### src/rtl/aes_reg_status_mc_pkg.sv
// Shared types and helpers for the multi-share AES register write-status tracker.
package aes_reg_status_pkg;

  typedef enum logic [1:0] {
    ST_EMPTY   = 2'd0,
    ST_PARTIAL = 2'd1,
    ST_NEW     = 2'd2
  } aes_reg_status_e;

  // Widest combined mask the all-ones compare helper supports.
  localparam int unsigned MaxMaskW = 64;

  function automatic logic [MaxMaskW-1:0] ones_mask(input int unsigned n);
    logic [MaxMaskW-1:0] r;
    r = '0;
    for (int unsigned i = 0; i < MaxMaskW; i++) begin
      r[i] = (i < n);
    end
    return r;
  endfunction

endpackage

### src/rtl/aes_reg_status_mc_if.sv
// Register-side bundle of the write-status tracker: write/use/clear controls and status readout.
interface aes_reg_status_mc_if #(
  parameter int unsigned Width     = 8,
  parameter int unsigned NumShares = 2,
  parameter int unsigned OutW      = 32,
  parameter int unsigned CntW      = 8
) ();

  logic [NumShares*Width-1:0] we_i;
  logic                       use_i;
  logic                       clear_i;
  logic                       new_o;
  logic                       new_pulse_o;
  logic                       clean_o;
  logic                       err_use_o;
  logic [OutW-1:0]            mask_o;
  logic [CntW-1:0]            load_cnt_o;

  modport master (
    output we_i, use_i, clear_i,
    input  new_o, new_pulse_o, clean_o, err_use_o, mask_o, load_cnt_o
  );

  modport slave (
    input  we_i, use_i, clear_i,
    output new_o, new_pulse_o, clean_o, err_use_o, mask_o, load_cnt_o
  );

endinterface

### src/rtl/aes_reg_status_mc_share.sv
// One share's sticky written-word mask: OR-in writes, reload on use, wipe on clear.
module aes_reg_status_share #(
  parameter int unsigned Width = 8
) (
  input  logic             clk_i,
  input  logic             rst_ni,
  input  logic [Width-1:0] we,
  input  logic             load,
  input  logic             clear,
  output logic [Width-1:0] mask,
  output logic             full
);

  logic [Width-1:0] mask_reg;
  logic [Width-1:0] mask_next;

  always_comb begin
    mask_next = mask_reg | we;
    if (clear) begin
      mask_next = '0;
    end else if (load) begin
      // Writes landing in the consuming cycle start the next set.
      mask_next = we;
    end
  end

  always_ff @(posedge clk_i or negedge rst_ni) begin
    if (!rst_ni) begin
      mask_reg <= '0;
    end else begin
      mask_reg <= mask_next;
    end
  end

  assign mask = mask_reg;
  assign full = &(mask_reg | we);

endmodule

### src/rtl/aes_reg_status_mc.sv
// Multi-share write-status tracker: detects a complete fresh key/IV set and its consumption.
module aes_reg_status_mc
  import aes_reg_status_pkg::*;
#(
  parameter int unsigned Width     = 8,
  parameter int unsigned NumShares = 2,
  parameter int unsigned OutW      = 32,
  parameter int unsigned CntW      = 8
) (
  input  logic                clk_i,
  input  logic                rst_ni,
  aes_reg_status_mc_if.slave  bus
);

  localparam int unsigned MaskW = NumShares * Width;

  if (MaskW > OutW) begin : g_bad_outw
    $fatal(1, "aes_reg_status_mc: NumShares*Width exceeds OutW");
  end
  if (MaskW > MaxMaskW) begin : g_bad_maxw
    $fatal(1, "aes_reg_status_mc: NumShares*Width exceeds MaxMaskW");
  end

  aes_reg_status_e state_reg, state_next;
  logic            pulse_reg, pulse_next;
  logic            err_reg, err_next;
  logic            clean_reg, clean_next;
  logic [CntW-1:0] cnt_reg, cnt_next;

  logic [MaskW-1:0]     mask_all;
  logic [NumShares-1:0] share_full;
  logic                 full;
  logic                 we_any;
  logic                 we_all;
  logic                 share_load;

  // A use only reloads the masks when it actually consumes a set.
  assign share_load = bus.use_i & (state_reg == ST_NEW) & ~bus.clear_i;

  for (genvar gi = 0; gi < NumShares; gi++) begin : g_share
    aes_reg_status_share #(
      .Width (Width)
    ) u_share (
      .clk_i  (clk_i),
      .rst_ni (rst_ni),
      .we     (bus.we_i[gi*Width +: Width]),
      .load   (share_load),
      .clear  (bus.clear_i),
      .mask   (mask_all[gi*Width +: Width]),
      .full   (share_full[gi])
    );
  end

  assign full   = &share_full;
  assign we_any = |bus.we_i;
  assign we_all = (MaxMaskW'(bus.we_i) == ones_mask(MaskW));

  always_comb begin
    state_next = state_reg;
    pulse_next = 1'b0;
    err_next   = 1'b0;
    if (bus.clear_i) begin
      state_next = ST_EMPTY;
    end else begin
      case (state_reg)
        ST_EMPTY, ST_PARTIAL: begin
          err_next = bus.use_i;
          if (full) begin
            state_next = ST_NEW;
            pulse_next = 1'b1;
          end else if (we_any) begin
            state_next = ST_PARTIAL;
          end
        end
        ST_NEW: begin
          if (bus.use_i) begin
            // Consumed: the same-cycle writes decide where the next set stands.
            if (we_all) begin
              state_next = ST_NEW;
              pulse_next = 1'b1;
            end else if (we_any) begin
              state_next = ST_PARTIAL;
            end else begin
              state_next = ST_EMPTY;
            end
          end
        end
        default: state_next = ST_EMPTY;
      endcase
    end
  end

  always_comb begin
    cnt_next   = cnt_reg;
    clean_next = clean_reg | full;
    if (bus.clear_i) begin
      cnt_next   = '0;
      clean_next = 1'b0;
    end else if (pulse_next && (cnt_reg != {CntW{1'b1}})) begin
      cnt_next = cnt_reg + CntW'(1);
    end
  end

  always_ff @(posedge clk_i or negedge rst_ni) begin
    if (!rst_ni) begin
      state_reg <= ST_EMPTY;
      pulse_reg <= 1'b0;
      err_reg   <= 1'b0;
      clean_reg <= 1'b0;
      cnt_reg   <= '0;
    end else begin
      state_reg <= state_next;
      pulse_reg <= pulse_next;
      err_reg   <= err_next;
      clean_reg <= clean_next;
      cnt_reg   <= cnt_next;
    end
  end

  assign bus.new_o       = (state_reg == ST_NEW);
  assign bus.new_pulse_o = pulse_reg;
  assign bus.clean_o     = clean_reg;
  assign bus.err_use_o   = err_reg;
  assign bus.mask_o      = OutW'(mask_all);
  assign bus.load_cnt_o  = cnt_reg;

endmodule

### src/flat_wrapper.sv
// flat-port wrapper written by rule: the top's interface ports become plain ports
module aes_reg_status_mc_flat import aes_reg_status_pkg::*;
#(
  parameter int unsigned Width     = 8,
  parameter int unsigned NumShares = 2,
  parameter int unsigned OutW      = 32,
  parameter int unsigned CntW      = 8
)
  (clk_i, rst_ni, bus_we_i, bus_use_i, bus_clear_i, bus_new_o, bus_new_pulse_o, bus_clean_o, bus_err_use_o, bus_mask_o, bus_load_cnt_o);
  aes_reg_status_mc_if #(.Width(Width), .NumShares(NumShares), .OutW(OutW), .CntW(CntW)) bus_i ();
  input  logic clk_i;
  input  logic rst_ni;
  input wire logic [$bits(bus_i.we_i)-1:0] bus_we_i;
  input wire logic [$bits(bus_i.use_i)-1:0] bus_use_i;
  input wire logic [$bits(bus_i.clear_i)-1:0] bus_clear_i;
  output wire logic [$bits(bus_i.new_o)-1:0] bus_new_o;
  output wire logic [$bits(bus_i.new_pulse_o)-1:0] bus_new_pulse_o;
  output wire logic [$bits(bus_i.clean_o)-1:0] bus_clean_o;
  output wire logic [$bits(bus_i.err_use_o)-1:0] bus_err_use_o;
  output wire logic [$bits(bus_i.mask_o)-1:0] bus_mask_o;
  output wire logic [$bits(bus_i.load_cnt_o)-1:0] bus_load_cnt_o;
  assign bus_i.we_i = bus_we_i;
  assign bus_i.use_i = bus_use_i;
  assign bus_i.clear_i = bus_clear_i;
  assign bus_new_o = bus_i.new_o;
  assign bus_new_pulse_o = bus_i.new_pulse_o;
  assign bus_clean_o = bus_i.clean_o;
  assign bus_err_use_o = bus_i.err_use_o;
  assign bus_mask_o = bus_i.mask_o;
  assign bus_load_cnt_o = bus_i.load_cnt_o;
  aes_reg_status_mc #(.Width(Width), .NumShares(NumShares), .OutW(OutW), .CntW(CntW)) u_core (.clk_i(clk_i), .rst_ni(rst_ni), .bus(bus_i));
endmodule
### config.mk
export PLATFORM = sky130hd
export DESIGN_NAME = aes_reg_status_mc_flat
export DESIGN_NICKNAME = d
export VERILOG_FILES = /design/src/rtl/aes_reg_status_mc_pkg.sv /design/src/rtl/aes_reg_status_mc_if.sv /design/src/rtl/aes_reg_status_mc_share.sv /design/src/rtl/aes_reg_status_mc.sv /design/src/flat_wrapper.sv
export SDC_FILE = /design/constraint.sdc
export NUM_CORES = 1
export LEC_CHECK = 0
export ABC_CLOCK_PERIOD_IN_PS = 2530
export BUFFER_PORTS_ARGS = -buffer_cell sky130_fd_sc_hd__buf_2
export CORE_MARGIN = 10
export CORE_UTILIZATION = 39
export CTS_BUF_LIST = sky130_fd_sc_hd__clkbuf_4 sky130_fd_sc_hd__clkbuf_8 sky130_fd_sc_hd__clkbuf_16
export CTS_CLUSTER_DIAMETER = 80
export DETAILED_ROUTE_END_ITERATION = 16
export PLACE_DENSITY = 0.68
export SYNTH_ARGS = -nofsm -noshare
export SYNTH_HDL_FRONTEND = slang
export SYNTH_SLANG_ARGS = --single-unit
### constraint.sdc
create_clock -name clk_i -period 2.53 [get_ports clk_i]
set_input_delay 0.759 -clock clk_i [delete_from_list [all_inputs] [get_ports clk_i]]
set_output_delay 0.759 -clock clk_i [all_outputs]
set_load 0.03 [all_outputs]
==> flow_metrics.tcl, run 1 <==
set metrics [dict create \
    syn_inst 164 \
    start_util_pct 41.2 \
    cts_buffers 5 \
    path_buf_inv 0 \
    seq_area_frac_synth_pct 47.4 \
    clkTransAtPathRegs_ns 0.06 \
    ctsHtreeMaxLevel 2 \
    via_per_inst 5.03 \
    vias 1313 \
    io_pins 64 \
    r2r_slack_ns 0.50 \
    largest_reg_flops 16 \
    critPathMaxStageDelay_ns 0.42 \
    p_leak_nw 0.934 \
    post-dp-hpwl_mm 3.02 \
    syn_to_final_growth_pct 20.3 \
    cp_max_fo 6 \
    utilization_pct 49.6 \
    ctsResizeCount 0 \
    antenna_left 0 \
    reg2reg_to "u_core.bus.load_cnt_o[4]" \
    power_density_nw_per_um2 571 \
    synth_cell_types 37 \
    worstPathArrival_ns 2.19 \
    diodes 0 \
    fin_ws_ns 0.504 \
    cpLargestDelayFamily "simple AND/OR/NAND/NOR gates" \
    critical_path_depth 7 \
    die_area_um2 6830 \
    coreArea_um2 3720 \
    worstPathCellList "ha_1, and4_1, nand4_1, nand2b_1, o21ai_2, nand4_2, mux2_4" \
    setup-violations-final 0 \
    finalWeightedCongestion 0.813 \
    grt_antenna_before_repair 0 \
    slew_headroom_pct 59.0 \
    n_fill_cell 368 \
    gr-usage-all-layers_pct 11.5 \
    die_w_um 82.7 \
    root_buffer "clkbuf_8" \
    layout-drive-gt1-share_pct 29.6 \
    skew_ns 0.00431 \
    post_cts.repair.setup_buffers 0 \
    hold_path_class "in -> async" \
    peakVddDrop_v 0.000270 \
    max_freq_ghz 0.494 \
    cts.sinks 29 \
    synth.avg_cell_area_um2 9.34 \
    outcome "finished, final reports clean" \
    cp-end-kind "flop" \
    numPortBuffers 47 \
    gr-total-overflow 0 \
    dieHeight_um 82.7 \
    clk_path_buf_depth 2 \
    grt_pass1_wl_mm 6.04 \
    clock_latency_ns 0.27 \
    tightestPinTransition_ns 0.616 \
    drcViolationCount 0 \
    ctsHoldBuffers 0 \
    wirelength_mm 3.84 \
    synth_warnings 0 \
    rows 22 \
    slowest_stage "dfrtp_1" \
    synth_area_um2 1530 \
    dr.pass1.iters 4 \
    maxCapViolCount 0 \
    critPathLaunchType "flop" \
    maxSlewViolCount 0 \
    grt_pass1_vias 1251 \
    drt_iter0_drc 82 \
    tns_ns 0 \
    routedWlPerCell_um 14.7 \
    critPathKind "reg -> reg" \
    grt_max_degree 30 \
    reg2reg_depth 7 \
    rr_startpoint "u_core.bus.load_cnt_o[0]" \
    required_ns 2.69 \
    rsz0062_at_grt "no" \
    synth.ff_latch_count 29 \
    hold_violations 0 \
    cts_tree "yes" \
    min_period_over_period_pct 80.1 \
    min_period_ns 2.03 \
    fin_nets 234 \
    pre_cts_ws_ns 0.240 \
]
synthesized netlist by cell type:
library cell / n / area, µm²
nor4_1: 4 / 25.0
a311oi_1: 1 / 8.76
clkbuf_1: 4 / 15.0
o21ai_0: 2 / 10.0
a32o_1: 1 / 10.0
buf_1: 1 / 3.75
nor3b_1: 1 / 7.51
xnor2_1: 1 / 8.76
nand4_1: 6 / 37.5
o22ai_1: 8 / 50.1
nand2b_1: 2 / 12.5
dfrtp_1: 29 / 726
o21ai_2: 1 / 8.76
nand4_4: 1 / 21.3
a31o_2: 2 / 17.5
nor4_4: 1 / 21.3
o21a_1: 2 / 15.0
inv_1: 4 / 15.0
a41oi_1: 1 / 8.76
nor2b_1: 1 / 6.26
mux2i_1: 1 / 10.0
nor4b_1: 1 / 8.76
mux2_4: 1 / 15.0
buf_4: 16 / 120
and4_1: 1 / 8.76
ha_1: 1 / 12.5
nor2_1: 30 / 113
a211oi_1: 1 / 7.51
nand4_2: 2 / 25.0
nand2_1: 6 / 22.5
a31oi_1: 1 / 6.26
conb_1: 1 / 3.75
o31ai_1: 1 / 7.51
a21oi_1: 19 / 95.1
nand3_1: 4 / 20.0
nor3_1: 4 / 20.0
and2b_1: 1 / 7.51
cell families (layout without fill, tap and decap cells):
logic type / Yosys count / in the layout / synth area share, %
simple gates: 65 / 65 / 23.3
xor+xnor: 1 / 1 / 0.572
other cells: 1 / 16 / 0.245
compound gates: 40 / 40 / 16.0
fa+ha+maj: 1 / 1 / 0.817
mux: 2 / 2 / 1.63
flops: 29 / 29 / 47.4
buf+inv: 25 / 59 / 10.0
layout make-up:
type | count | area [µm²] | share of cell area (%)
tap | 48 | 60.1 | 3.26
sequential | 29 | 726 | 39.4
multi-input combinational | 125 | 708 | 38.5
inverter | 4 | 15.0 | 0.815
timing repair buffer | 48 | 243 | 13.2
clock buffer | 7 | 90.1 | 4.89
cell usage in the layout (no fill, tap or decap), types with 4 or more instances in the layout:
cell       n
buf_2     47
dfrtp_1   29
nor2_1    30
conb_1    16
a21oi_1   19
nand2_1    6
clkbuf_8   6
nand4_1    6
nand3_1    4
o22ai_1    8
nor3_1     4
nor4_1     4
inv_1      4
worst reg2reg max path: cells and delay by family (launching register included):
family | cells | cell delay (ns)
multiplexers | 1 | 0.30
AND/OR/NAND/NOR | 4 | 0.63
AO/OA/AOI/OAI | 1 | 0.30
adder cells (fa/ha/maj) | 1 | 0.27
flip-flops | 1 | 0.42
routing by layer:
layer	wire length, µm	vias up	part of all wire (%)	GRT usage [%]
met5	0	-	0	0
met3	337	7	8.8	3.35
met2	1810	43	47	17.9
met4	95	0	2.5	6.69
li1	-	655	-	-
met1	1590	608	42	13.9
report_power, final:
part | internal, mW | total, mW | switching (mW)
Clock | 0.226 | 0.383 | 0.157
Combinational | 0.0425 | 0.171 | 0.129
Sequential | 0.483 | 0.498 | 0.0142
through the flow:
stage          hold slack [ns]  power (mW)  instances  instance area, µm²
4_1_cts                  0.519        1.06        261                1840
3_5_place_dp             0.511       0.678        254                1750
6_report                 0.494        1.05        261                1840
5_1_grt                  0.558        1.10        261                1840
2_1_floorplan            0.463       0.631        179                1590
3_3_place_gp             0.516       0.677        254                1750
how the worst max path moves through the flow:
stage / from / endpoint / slack, ns
after floorplan: bus_we_i[15] / u_core.bus.load_cnt_o[4] / 0.47
after global placement: bus_we_i[11] / u_core.bus.load_cnt_o[4] / 0.26
after detailed placement: bus_we_i[11] / u_core.bus.load_cnt_o[4] / 0.24
after CTS: u_core.bus.load_cnt_o[0] / u_core.bus.load_cnt_o[4] / 0.49
after global routing: u_core.bus.load_cnt_o[0] / u_core.bus.load_cnt_o[4] / 0.38
final: u_core.bus.load_cnt_o[0] / u_core.bus.load_cnt_o[4] / 0.50
Power figures use the tool's default switching activity.
==> inputs of run 2 (changes only) <==
- ABC_CLOCK_PERIOD_IN_PS: 2530 -> 2000
- clock period: 2.53 -> 2 ns (I/O delays scaled with it)
==> run 2 against run 1 <==
Sequential share of layout area shrank 2.4 points. Setup slack lost 0.35 ns. Hold slack lost 0.15 ns. Largest cell class unchanged. Combinational power grew 33%. Sequential power grew 27%. Register-to-register slack lost 0.35 ns. Final cell count grew 5.7%. Critical endpoint unchanged. Via count grew 5.9%. Highest routed layer unchanged.
==> flow_metrics.tcl, run 2 (synthesized netlist as in run 1, its figures left out) <==
set metrics [dict create \
    outcome "finished, final reports clean" \
    critPathMaxStageDelay_ns 0.42 \
    die_area_um2 6830 \
    critPathKind "reg -> reg" \
    fin_cells 276 \
    antenna_left 0 \
    p_leak_nw 1.01 \
    cp-end-kind "flop" \
    maxCapViolCount 0 \
    use_met3_pct 3.56 \
    fin_area_um2 1960 \
    dpl_cell_area_um2 1870 \
    max_freq_ghz 0.540 \
    worstPathCellList "ha_1, and4_1, nand4_1, nand4_1, o21ai_4, nand4_2, mux2_4" \
    layout-drive-gt1-share_pct 34.2 \
    slew_headroom_pct 57.7 \
    clkTransAtPathRegs_ns 0.06 \
    finalWeightedCongestion 0.814 \
    worstPathArrival_ns 2.01 \
    fin_ws_ns 0.150 \
    n_fill_cell 401 \
    vias 1391 \
    cts.sinks 29 \
    routedWlPerCell_um 14.7 \
    via_per_inst 5.04 \
    clk_path_buf_depth 2 \
    path_buf_inv 0 \
    gr-usage-all-layers_pct 12.2 \
    ctsHtreeMaxLevel 2 \
    drcViolationCount 0 \
    grtUsageMet2_pct 20.2 \
    diodes 0 \
    syn_to_final_growth_pct 28.1 \
    ctsHoldBuffers 0 \
    maxSlewViolCount 0 \
    numPortBuffers 47 \
    place_inst 269 \
    critPathLaunchType "flop" \
    power_density_nw_per_um2 684 \
    tightestPinTransition_ns 0.635 \
    busiest_layer "met2" \
    grt_pass1_vias 1363 \
    final_cell_mix "buf_2 (47), nor2_1 (30), dfrtp_1 (29), a21oi_1 (19)" \
    min_period_over_period_pct 92.5 \
    final_common_cell "buf_2" \
    post_cts.repair.setup_buffers 0 \
    post-dp-hpwl_mm 3.15 \
    min_period_ns 1.85 \
    largest_reg_flops 16 \
    die_w_um 82.7 \
    start_util_pct 41.2 \
    grt_antenna_before_repair 0 \
    slowest_stage "dfrtp_1" \
    peakVddDrop_v 0.000367 \
    rsz0062_at_grt "no" \
    grt_pass1_wl_mm 6.45 \
    hold_path_class "in -> async" \
    setup-violations-final 0 \
    required_ns 2.16 \
    cp_max_fo 4 \
    coreArea_um2 3720 \
    drt_iter0_drc 143 \
    wirelength_mm 4.06 \
    rows 22 \
    gr-total-overflow 0 \
    cpMostUsedCell "nand4_1" \
    pre_cts_ws_ns -0.0939 \
    utilization_pct 52.8 \
    io_pins 64 \
    grt_use_met1_pct 14.0 \
    root_buffer "clkbuf_8" \
    dr.pass1.iters 4 \
    clock_latency_ns 0.28 \
    hold_violations 0 \
    dieHeight_um 82.7 \
    fin_nets 249 \
    cts_buffers 5 \
    cts_tree "yes" \
    whs_ns 0.342 \
    cpLargestDelayFamily "simple AND/OR/NAND/NOR gates" \
    grt_max_degree 31 \
    skew_ns 0.00337 \
    ctsResizeCount 0 \
]
run 2: cell types whose count changed in the layout (fill, tap and decap cells not counted):
cell	delta
o21ai_2	-1
buf_4	+15
o21ai_4	+1
run 2: routing by layer:
layer  routed length [µm]  vias to the layer above  share of wire [%]
li1                     -                      690                  -
met1                 1770                      651                 43
met2                 1860                       43                 46
met3                  362                        7                8.9
met4                   68                        0                1.7
met5                    0                        -                  0
run 2: per-stage QoR:
step           setup TNS [ns]  power (mW)
2_1_floorplan               0       0.798
3_3_place_gp           -0.194       0.867
3_5_place_dp           -0.430       0.869
4_1_cts                     0        1.36
5_1_grt                     0        1.41
6_report                    0        1.34
run 2: layout make-up:
| cell class | instances | area, µm² | share of cell area, % |
|---|---|---|---|
| flip-flops and latches | 29 | 726 | 37.0 |
| multi-input cells | 125 | 716 | 36.5 |
| repair buffers | 63 | 355 | 18.1 |
| clock buffers | 7 | 90.1 | 4.59 |
| well taps | 48 | 60.1 | 3.06 |
| inverters | 4 | 15.0 | 0.765 |
run 2: path summary, 6_finish.rpt:
kind	from	end	slack (ns)	cells past startpoint
hold reg to reg	u_core.bus.clean_o	u_core.bus.clean_o	0.51	2
max in group asynchronous	rst_ni	u_core.bus.clean_o	1.24	1
min in group clk_i	u_core.bus.clean_o	u_core.bus.clean_o	0.51	2
setup reg to reg	u_core.bus.load_cnt_o[0]	u_core.bus.load_cnt_o[4]	0.15	7
setup / recovery	u_core.bus.load_cnt_o[0]	u_core.bus.load_cnt_o[4]	0.15	7
hold / removal	rst_ni	u_core.g_share[0].u_share.mask[6]	0.34	1
run 2: power by group:
part | switching (mW) | total (mW) | internal, mW | leakage [nW]
registers | 0.0191 | 0.631 | 0.611 | 0.378
clock network | 0.198 | 0.483 | 0.285 | 0.0477
logic | 0.165 | 0.228 | 0.0624 | 0.583
